--- src/rtl/pipe_stage_chain.sv ---
// Chain of STAGES elastic pipeline registers with valid/ready back-pressure,
// global stall, full flush, per-stage kill and registered occupancy.
module pipe_stage_chain #(
  parameter int                WIDTH      = 64,
  parameter int                STAGES     = 4,
  parameter logic [WIDTH-1:0]  RESET_DATA = '0
) (
  input  logic                         clk,
  input  logic                         rst,
  input  logic                         in_valid,
  output logic                         in_ready,
  input  logic [WIDTH-1:0]             in_data,
  output logic                         out_valid,
  input  logic                         out_ready,
  output logic [WIDTH-1:0]             out_data,
  input  logic                         stall,
  input  logic                         flush,
  input  logic [STAGES-1:0]            flush_mask,
  output logic [STAGES-1:0]            stage_valid,
  output logic [STAGES*WIDTH-1:0]      stage_data,
  output logic [$clog2(STAGES+1)-1:0]  occupancy
);

  localparam int OCC_W = $clog2(STAGES+1);

  logic [STAGES-1:0] v_q, v_d;
  logic [WIDTH-1:0]  d_q [STAGES];
  logic [WIDTH-1:0]  d_d [STAGES];
  logic [OCC_W-1:0]  occ_q;

  logic [STAGES-1:0] ev;
  logic [STAGES:0]   r;
  logic [STAGES-1:0] src_v;
  logic [WIDTH-1:0]  src_d [STAGES];
  logic              in_xfer;

  function automatic logic [OCC_W-1:0] popcount(input logic [STAGES-1:0] v);
    logic [OCC_W-1:0] cnt;
    cnt = '0;
    for (int i = 0; i < STAGES; i++) cnt = cnt + OCC_W'(v[i]);
    return cnt;
  endfunction

  // Ready ripples back from out_ready: a stage can take data if it is
  // empty (or being killed) or its own content moves on this cycle.
  always_comb begin
    ev         = v_q & ~flush_mask & {STAGES{~flush}};
    r          = '0;
    r[STAGES]  = out_ready;
    for (int i = STAGES-1; i >= 0; i--) r[i] = ~ev[i] | r[i+1];
  end

  assign in_ready  = r[0] & ~stall & ~flush & ~rst;
  assign in_xfer   = in_valid & in_ready;
  assign out_valid = ev[STAGES-1] & ~stall;
  assign out_data  = d_q[STAGES-1];

  always_comb begin
    src_v    = '0;
    src_v[0] = in_xfer;
    src_d[0] = in_data;
    for (int i = 1; i < STAGES; i++) begin
      src_v[i] = ev[i-1];
      src_d[i] = d_q[i-1];
    end
  end

  // Priority: flush, then stall (still honouring flush_mask), then movement.
  always_comb begin
    v_d = v_q;
    d_d = d_q;
    if (flush) begin
      v_d = '0;
    end else if (stall) begin
      v_d = v_q & ~flush_mask;
    end else begin
      for (int i = 0; i < STAGES; i++) begin
        if (r[i]) begin
          if (src_v[i]) begin
            v_d[i] = 1'b1;
            d_d[i] = src_d[i];
          end else begin
            v_d[i] = 1'b0;
          end
        end
      end
    end
  end

  always_ff @(posedge clk or posedge rst) begin
    if (rst) begin
      v_q   <= '0;
      occ_q <= '0;
      for (int i = 0; i < STAGES; i++) d_q[i] <= RESET_DATA;
    end else begin
      v_q   <= v_d;
      occ_q <= popcount(v_d);
      for (int i = 0; i < STAGES; i++) d_q[i] <= d_d[i];
    end
  end

  always_comb begin
    stage_data = '0;
    for (int i = 0; i < STAGES; i++) stage_data[i*WIDTH +: WIDTH] = d_q[i];
  end

  assign stage_valid = v_q;
  assign occupancy   = occ_q;

endmodule

--- config.mk ---
export PLATFORM = sky130hd
export DESIGN_NAME = pipe_stage_chain
export DESIGN_NICKNAME = d
export VERILOG_FILES = /design/src/rtl/pipe_stage_chain.sv
export SDC_FILE = /design/constraint.sdc
export NUM_CORES = 1
export LEC_CHECK = 0
export ABC_AREA = 1
export BUFFER_PORTS_ARGS = -buffer_cell sky130_fd_sc_hd__buf_4
export CAP_MARGIN = 10
export CELL_PAD_IN_SITES_DETAIL_PLACEMENT = 1
export CELL_PAD_IN_SITES_GLOBAL_PLACEMENT = 1
export CORE_MARGIN = 3
export CORE_UTILIZATION = 39
export DETAILED_ROUTE_END_ITERATION = 7
export MAX_ROUTING_LAYER = met4
export PLACE_DENSITY = 0.92
export SLEW_MARGIN = 20
export SYNTH_ARGS = -nofsm -noshare
export SYNTH_HDL_FRONTEND = slang
export SYNTH_SLANG_ARGS = --single-unit
--- constraint.sdc ---
create_clock -name clk -period 12.8 [get_ports clk]
set_clock_uncertainty 0.1 [all_clocks]
set_input_delay 1.28 -clock clk [delete_from_list [all_inputs] [get_ports clk]]
set_output_delay 1.28 -clock clk [all_outputs]
set_load 0.01 [all_outputs]
* After elaboration in Yosys (flattened, before gate mapping)
Cells that the tools add are included.
** Operators by class
- $add $sub $neg :: 3
- Multiplexer cells :: 10
- Bitwise operators :: 19
- Reduce and logical (&&, ||, !) cells :: 4
** Operator list (count)
- 4-bit AND reduction :: 4
- 4-bit AND :: 2
- 1-bit 2-to-1 mux :: 8
- 4-bit 2-to-1 mux :: 2
- 1-bit NOT :: 7
- 1-bit AND :: 5
- 4-bit NOT :: 1
- 1-bit bitwise OR :: 4
- 2-bit by 1-bit adder with 3-bit output :: 1
- 3-bit by 1-bit adder with 3-bit output :: 1
- 1-bit by 1-bit adder with 2-bit output :: 1
** Storage, ports and cells
- Bits in registers :: 263
- Bits of input ports :: 74
- Output and inout port bits :: 329
- Logic and storage cells :: 42

* Logic depth before layout (Yosys ltp)
- Depth after elaboration :: 19
- Depth in mapped cells :: 13
- Mapped depth without buffers :: 12

* Worst setup path after synthesis
OpenSTA, ideal clock, no wires.
- Path kind :: input to output
- From :: input port rst
- To :: output port in_ready
- Arrival time :: 7779 ps
- Data required time :: 11420 ps
- Slack :: 3641 ps
- Stages :: 6
- Buffers on the path :: 1
- Cell sequence :: inv_1 > nand2_1 > inv_1 > buf_1 > nand2_1 > inv_1
** On the way
- Word-level cells in the longest chain between the ends :: 2
** Ends and longest elaborated chain
- start, declared :: line 9 : input logic rst,
- 1-bit NOT :: line 53 : assign in_ready = r[0] & ~stall & ~flush & ~rst;
- 1-bit AND :: line 53
- end, declared :: line 11 : output logic in_ready,
No other way between the ends.

* Worst setup path in the final report
- From :: input port flush
- To :: output port in_ready
** On the way
- Word-level cells in the longest chain between the ends :: 10
- Elaborated cells on any way between the ends :: 13
- Classes of those cells :: 13 x bitwise
** Ends and longest elaborated chain
- start, declared :: line 17 : input logic flush,
- 1-bit NOT (no source line) (*)
- 4-bit AND :: line 47 : ev = v_q & ~flush_mask & {STAGES{~flush}};
- 1-bit NOT :: line 50 : for (int i = STAGES-1; i >= 0; i--) r[i] = ~ev[i] | r[i+1];
- 1-bit bitwise OR (4 in series) :: line 50
- 1-bit AND :: line 53
- 1-bit AND (*) (2 in series) :: line 53
Mark *: on every way between the ends. The rest lies on a longest branch, timed or not.

==> results.txt <==
Status - finished, final reports clean
Area grow syn2layout - 30.6%
Static Leak - 8.08 nW
Ant. Diodes - 0
Grt ovf - 0
DIE WIDTH - 176 microns
Core Box Area - 0.0281 sq mm
Critical path arrival - 3370 ps
Number of max-cap violations - 0
Cell Area, Synth - 0.0112 sq mm
Clock slew at reported path FFs - 60 ps
Post-CTS Resized - 0
Share of cells above drive strength 1 - 30.5%
First-pass DRT Iterations - 5
Fin. Hold Viols - 0
Worst Tran Pin Value - 890 ps
Largest net degree at the start of global routing - 157
Final net count - 1600
Critical path class - in2out
First-pass GRT wire length - 62100 microns
Routed WL - 40400 microns
FMAX - 0.211 GHz
Endpoint kind of the worst setup timing path - output port
Critical Path RT - 11420 ps
1st-iter DRT viols - 575
Syn Inst Count - 1226
Residual DRC count - 0
Vias per cell - 5.18
Mean Syn Cell Area - 9.17 sq um
Final Critical Period - 4750 ps
Ys Warns - 0
FILL cells - 3325
Crit path launch type - input port
Worst rel slew slack - 40.7%
Root Driver - clkbuf_16
Seq/Total Area, Yosys - 58.5%
Clk buf depth - 3
Max-slew violations - 0
CTS tree - yes
Most used routing layer - met2
Fin Setup TNS - 0 ps
Number of I/O port buffers - 402
Die area - 0.0309 sq mm
Detail Placement HPWL - 27500 microns
Met1 usage - 29.7%
Row cnt - 61
Max VDD drop - 0.0943 mV
Via count - 9932
Crit path max fanout - 38
Final period util - 37.1%
Total GRT Usage - 26.1%
Final setup vio count - 0
CTS Buf Count - 29
Worst min-delay path category - reg2reg
Initial Util - 40.0%
Top Ports - 403
Synth unique cells - 27
Power per Cell Area - 154 mW/mm^2
Drt wl/cell - 21.1 microns
Met3 usage - 4.00%
RSZ-0062 raised after global routing - no
Synth Register Bits - 263
Worst skew pair latency - 540 ps
Post-Syn Nets - 1303
M2 GR Usage - 47.2%
Post-CTS Setup Repair Bufs - 0
Hold buffer count at cts - 0
H-tree depth - 1
Smallest setup slack after layout - 8050 ps
Initial antenna violation count - 0
Clk sinks - 263
Vias in the first global route - 10.6k
Pre-CTS WS - 8080 ps
ANT nets after route - 0
Die Y - 176 microns
RePlAce Congestion - 0.893
logic make-up (layout without fill, tap and decap cells):
kind of cell / count (synthesis) / count (layout) / synth area share (%)
DFF: 263 / 263 / 58.5
AOI/OAI and AO/OA: 68 / 68 / 3.05
buffers and inverters: 227 / 540 / 11.9
adders and majority gates: 3 / 3 / 0.400
and+or+nand+nor: 665 / 665 / 26.2
cells in the final DEF, fill, tap and decap left out, types with 2 or more instances in the layout:
cell / instances
clkinv_2: 4
nor2_4: 4
nand2_4: 3
clkbuf_8: 3
nand3_1: 129
a21oi_1: 2
nor3_1: 2
nand4_1: 64
dfrtp_1: 263
inv_2: 6
nor2_1: 2
buf_4: 409
inv_1: 75
clkbuf_16: 29
nand3_4: 3
o21ai_0: 36
nand2_1: 454
ha_1: 2
clkbuf_1: 9
o21ai_1: 29
where the power goes:
part	internal (mW)	leakage (nW)	switching, mW	total [mW]
combinational	0.199	4.14	0.234	0.433
sequential	0.940	3.52	0.109	1.05
clock	0.449	0.419	0.325	0.775
total	1.59	8.08	0.668	2.26
registers in the layout, indices dropped and copies added, names as in the netlist:
register,cells
stage_valid,4
out_data,64
stage_data,192
occupancy,3
cell type report:
cell class	count	area (sq um)	share of cell area, %
inverter	82	315	2.15
multi-input combinational	736	3350	22.8
tap	378	473	3.22
clock inverter	6	57.6	0.392
sequential	263	6580	44.8
clock buffer	41	801	5.45
timing repair buffer	411	3120	21.2
critical path, cell delays in order:
cell	delay, ps
buf_4	130
inv_2	90
nand2_1	110
nor2_4	90
buf_4	350
nand4_4	480
buf_4	480
nand2_1	140
inv_1	40
buf_4	140
worst paths after layout:
check	startpoint	to	slack, ps	cells after the start
max	flush	in_ready	8050	10
min	stage_data[141]	stage_data[141]	400	2
max reg2reg	stage_valid[1]	occupancy[1]	9330	11
min reg2reg	stage_data[141]	stage_data[141]	400	2
max in group asynchronous	rst	stage_data[177]	10480	3
min in group asynchronous	rst	stage_data[179]	780	2
synthesized netlist by cell type (all sizes together):
cell type | count | area, sq um
buf | 132 | 973
clkbuf | 13 | 52.6
nor3 | 3 | 20.0
a21oi | 2 | 10.0
nand4 | 65 | 422
o21ai | 65 | 325
nor2 | 7 | 72.6
nand3 | 133 | 693
dfrtp | 263 | 6580
inv | 82 | 308
nand2 | 457 | 1740
fa | 1 | 20.0
ha | 2 | 25.0
o211ai | 1 | 7.51
metal layers:
metal  part of all wire, %  vias to the layer above
met5                     0                        -
met4                   3.8                        0
met3                   5.3                       94
met2                    53                      363
met1                    38                     5023
li1                      -                     4452
metrics by stage:
stage | instance area [sq um] | instances | power, mW | hold WS, ps | utilization, %
detailed placement | 13800 | 1870 | 1.49 | 385 | 49.3
finish | 14700 | 1917 | 2.26 | 399 | 52.3
CTS | 14700 | 1917 | 2.27 | 399 | 52.3
global placement | 13800 | 1869 | 1.46 | 380 | 49.2
floorplan | 11200 | 1226 | 1.21 | 424 | -
global route | 14700 | 1917 | 2.36 | 428 | 52.3
No activity file was read; power rests on OpenSTA's default activity.
